`src/rtl/fifo_wr_source.sv`:
```
// fifo_wr_source: write-domain producer for the async FIFO.
// Turns an upstream valid/ready stream into FIFO winc/wdata through an output
// register plus a one-entry skid buffer, brings the read pointer into wclk
// with a 2-FF synchronizer, and reports a registered fill level / almost-full.
module fifo_wr_source #(
    parameter int DATA_WIDTH   = 8,
    parameter int ADDR_WIDTH   = 3,
    parameter int AFULL_THRESH = 6
) (
    input  logic                  wclk,
    input  logic                  wrst_n,
    input  logic                  s_valid,
    input  logic [DATA_WIDTH-1:0] s_data,
    output logic                  s_ready,
    output logic                  winc,
    output logic [DATA_WIDTH-1:0] wdata,
    input  logic                  wfull,
    input  logic [ADDR_WIDTH:0]   wptr,
    input  logic [ADDR_WIDTH:0]   rptr,
    output logic [ADDR_WIDTH:0]   wq2_rptr,
    output logic [ADDR_WIDTH:0]   wlevel,
    output logic                  walmost_full
);

    localparam int PW = ADDR_WIDTH + 1;
    localparam logic [31:0] AFULL_THRESH_V = AFULL_THRESH;
    localparam logic [PW-1:0] AFULL_LVL = AFULL_THRESH_V[PW-1:0];

    // Encoding chosen so bit 0 is out_valid and bit 1 is skid_valid;
    // the (0,1) combination never occurs.
    typedef enum logic [1:0] {
        EMPTY = 2'b00,
        ONE   = 2'b01,
        TWO   = 2'b11
    } state_t;

    state_t                state;
    state_t                state_next;
    logic                  out_valid;
    logic                  skid_valid_next;
    logic [DATA_WIDTH-1:0] out_data;
    logic [DATA_WIDTH-1:0] skid_data;
    logic                  accept;
    logic                  fire;
    logic [PW-1:0]         rptr_q1;
    logic [PW-1:0]         wbin;
    logic [PW-1:0]         rbin;
    logic [PW-1:0]         lvl;

    function automatic logic [PW-1:0] gray2bin(input logic [PW-1:0] g);
        logic [PW-1:0] b;
        b = g;
        for (int i = PW - 2; i >= 0; i--) begin
            b[i] = b[i+1] ^ g[i];
        end
        return b;
    endfunction

    assign out_valid       = state[0];
    assign skid_valid_next = state_next[1];
    assign winc            = out_valid & ~wfull;
    assign wdata           = out_data;
    assign accept          = s_valid & s_ready;
    assign fire            = winc;

    // Next occupancy of the output register / skid pair from accept and fire.
    always_comb begin
        state_next = state;
        case (state)
            EMPTY: if (accept) state_next = ONE;
            ONE: begin
                if (fire && !accept)      state_next = EMPTY;
                else if (!fire && accept) state_next = TWO;
            end
            TWO: if (fire) state_next = ONE;
            default: state_next = EMPTY;
        endcase
    end

    // Datapath FSM: loads the output register or skid, refills from skid, registers s_ready.
    always_ff @(posedge wclk or negedge wrst_n) begin
        if (!wrst_n) begin
            state     <= EMPTY;
            out_data  <= '0;
            skid_data <= '0;
            s_ready   <= 1'b0;
        end else begin
            state   <= state_next;
            s_ready <= ~skid_valid_next;
            case (state)
                EMPTY: if (accept) out_data <= s_data;
                ONE: begin
                    if (fire && accept)       out_data  <= s_data;
                    else if (!fire && accept) skid_data <= s_data;
                end
                TWO: if (fire) out_data <= skid_data;
                default: ;
            endcase
        end
    end

    // Two-stage synchronizer for the Gray read pointer; stages are plain flops.
    always_ff @(posedge wclk or negedge wrst_n) begin
        if (!wrst_n) begin
            rptr_q1  <= '0;
            wq2_rptr <= '0;
        end else begin
            rptr_q1  <= rptr;
            wq2_rptr <= rptr_q1;
        end
    end

    // Modulo subtract of binary pointers handles wrap, including the full (== depth) case.
    assign wbin = gray2bin(wptr);
    assign rbin = gray2bin(wq2_rptr);
    assign lvl  = wbin - rbin;

    // Registered level and almost-full flag seen by the producer.
    always_ff @(posedge wclk or negedge wrst_n) begin
        if (!wrst_n) begin
            wlevel       <= '0;
            walmost_full <= 1'b0;
        end else begin
            wlevel       <= lvl;
            walmost_full <= (lvl >= AFULL_LVL);
        end
    end

endmodule

```
`config.mk`:
```
export PLATFORM = sky130hd
export DESIGN_NAME = fifo_wr_source
export DESIGN_NICKNAME = d
export VERILOG_FILES = /design/src/rtl/fifo_wr_source.sv
export SDC_FILE = /design/constraint.sdc
export NUM_CORES = 1
export LEC_CHECK = 0
export CORE_MARGIN = 10
export CORE_UTILIZATION = 25
export CTS_CLUSTER_SIZE = 10
export DETAILED_ROUTE_END_ITERATION = 7
export PLACE_DENSITY = 0.46
export SLEW_MARGIN = 20
export SYNTH_ARGS = -nofsm -noshare
export SYNTH_HDL_FRONTEND = slang
export SYNTH_SLANG_ARGS = --single-unit
```
`constraint.sdc`:
```
create_clock -name wclk -period 4.2 [get_ports wclk]
set_input_delay 0.84 -clock wclk [delete_from_list [all_inputs] [get_ports wclk]]
set_output_delay 0.84 -clock wclk [all_outputs]
set_load 0.05 [all_outputs]
```
==> out/qor.yml <==
max_stage_delay_ps: 810
p_int_mw: 0.709
regToRegStartpoint: "wq2_rptr[3]"
clockPowerShare_pct: 21.5
p_sw_mw: 0.436
drive_gt1_share_pct: 28.7
hold_buffers: 0
p_leak_nw: 0.777
synth_cell_types: 20
syn_nets: 113
ff2ff_setup_slack_ps: 2020
area_growth_pct: 42.9
antenna_found_initial: 0
ctsResizeCount: 0
cts_root_buffer: "clkbuf_8"
die_y_um: 93.1
finClkSkew_ps: 5.97
outcome: "finished clean"
firstDrtPassIters: 3
cpMaxStageDelayCell: "clkdlybuf4s50_1"
place_congestion: 0.694
synth_edf_count: 0
cts_buffers: 5
period_needed_ps: 3120
critical_path_class: "in2out"
cts_setup_buffers: 0
start_util_pct: 26.0
syn-cell-area_mm2: 0.00134
synth.ff_latch_count: 32
reg2reg_depth: 9
worstSetupStartpointType: "primary input"
cts_tree: "done"
core_mm2: 0.00514
synth-main-ff-cell: "dfrtp_1"
synth_cells: 89
fmax_mhz: 320
wire_per_inst_um: 14.2
die_w_um: 93.1
ant_nets: 0
cp_top_family: "buffers and inverters"
dieArea_mm2: 0.00867
grt_pass1_wl_mm: 5.00
timing.critical_path.fanout_max: 4
holdPathEnd: "wq2_rptr[2]"
diodes: 0
ios: 39
combPwrFrac_pct: 40.6
h-tree-depth: 2
grt_use_total_pct: 7.42
rsz0062_at_grt: "false"
multiInputGateArea_um2: 524
routed_wl_mm: 2.92
seqPwrFrac_pct: 37.9
maxCapViolations: 0
async_flop_share_pct: 100
whs_path_depth: 0
yosys_warnings: 0
swShare_pct: 38.1
path_cells: "clkdlybuf4s50_1 -> nor2b_1 -> clkdlybuf4s50_1"
rows: 26
post_dp_cell_area_mm2: 0.00181
clk_pin_slew_worst_paths_ps: 70
overflow: 0
end_kind: "output pin"
insertion_delay_ps: 280
vias: 829
grt_max_degree: 33
viasPerCell: 4.02
hold_path.startpoint: "rptr_q1[2]"
grt_pass1_vias: 992
synth_top_area_cell: "dfrtp_1"
place_hpwl_mm: 2.25
worst_ep_arrival_time_ps: 2280
hold-worst-slack_ps: 354
finalCritPeriodShare_pct: 74.4
hold_path.class: "reg2reg"
synth_area_leaders: "dfrtp_1 (60%), mux2_2 (20%), xor2_1 (3.3%)"
fin_setup_tns_ps: 0
yosys.area.top_type_share_pct: 59.9
drt-initial-drc-count: 26
numPortBuffers: 38
drc_errors: 0
nNetsFinal: 159
worstMarginPinSlew_ps: 526
synth.most_common_cell: "dfrtp_1"
setup_viol_count_final: 0
utilization_pct: 37.1
ys_seq_area_share_pct: 59.9
ir_worst_vdd_mv: 0.207
worst-path-buf-inv: 2
fill_cells: 516
clock-sinks: 32
crit_top_cell: "clkdlybuf4s50_1"
synth_area_per_cell_um2: 15.0
synth_commonest_cells: "dfrtp_1 (32), mux2_2 (24), xor2_1 (5)"
design_area_mm2: 0.00191
cp.required_ps: 3360
power.density_mw_per_mm2: 600
rr_endpoint: "walmost_full"
area.sequential_um2: 801
hold_viol: 0
drv_slew: 0
relSlewSlack_pct: 64.8
clock_path_buffers: 2
-- state kept, by name, indices dropped and copies added, names as in the netlist --
register      count
wdata             8
wq2_rptr          4
walmost_full      1
wlevel            4
s_ready           1
state             2
skid_data         8
rptr_q1           4
-- per-stage QoR --
step           setup WS (ps)  cells  total power, mW
3_3_place_gp            1080    198            0.905
2_1_floorplan           1710     89            0.742
6_report                1080    206             1.15
3_5_place_dp             990    198            0.915
4_1_cts                 1070    206             1.17
5_1_grt                  988    206             1.22
-- worst max-delay path by stage --
stage | startpoint | depth (start not counted) | to
floorplan | wptr[2] | 9 | walmost_full
global placement | wfull | 3 | winc
detailed placement | wptr[3] | 10 | walmost_full
CTS | wfull | 3 | winc
global route | wfull | 3 | winc
finish | wfull | 3 | winc
-- cell usage in the layout, fill, tap and decap left out, types with 2 or more instances in the layout --
cell,n
clkinvlp_4,2
ha_1,3
xor2_1,5
nand2_1,3
mux2_2,24
clkdlybuf4s50_1,38
o21ai_0,3
inv_1,3
dfrtp_1,32
clkbuf_8,6
xnor2_1,3
a21oi_1,2
-- worst reg2reg max path, stage by stage (launching register included) --
cell and delay, ps:
dfrtp_1 420, xnor2_1 240, xor2_1 350, xnor2_1 160, ha_1 180, inv_1 60
fa_1 370, xor2_1 160, nand2_1 70, o21ai_0 70
-- metal layers --
layer / share of wire [%] / global-route usage [%] / vias to the layer above
met5: 0 / 0 / -
li1: - / - / 396
met3: 5.4 / 2.96 / 9
met2: 51 / 12.0 / 21
met4: 3.1 / 4.63 / 0
met1: 40 / 7.95 / 403
-- power by group through the flow --
stage,sequential (mW),clock [mW],combinational (mW)
final,0.434,0.247,0.465
after global routing,0.444,0.275,0.499
after detailed placement,0.441,0,0.473
after global placement,0.437,0,0.467
after CTS,0.435,0.260,0.474
after floorplan,0.616,0,0.127
-- cell families (layout without fill, tap and decap cells) --
logic type,Yosys count,count (layout),synth area share [%]
flops,32,32,59.9
mux,24,24,20.2
simple gates,11,11,5.43
xor+xnor,8,8,5.24
compound gates,7,7,4.03
fa+ha+maj,4,4,4.31
buf+inv,3,50,0.843
-- area by class of cell --
class	count	area share, %
Inverter	3	0.590
Tap cell	70	4.59
Multi-Input combinational cell	54	27.5
Timing Repair Buffer	39	20.3
Sequential cell	32	41.9
Clock inverter	2	0.786
Clock buffer	6	4.33
No activity file was read; power rests on OpenSTA's default activity.
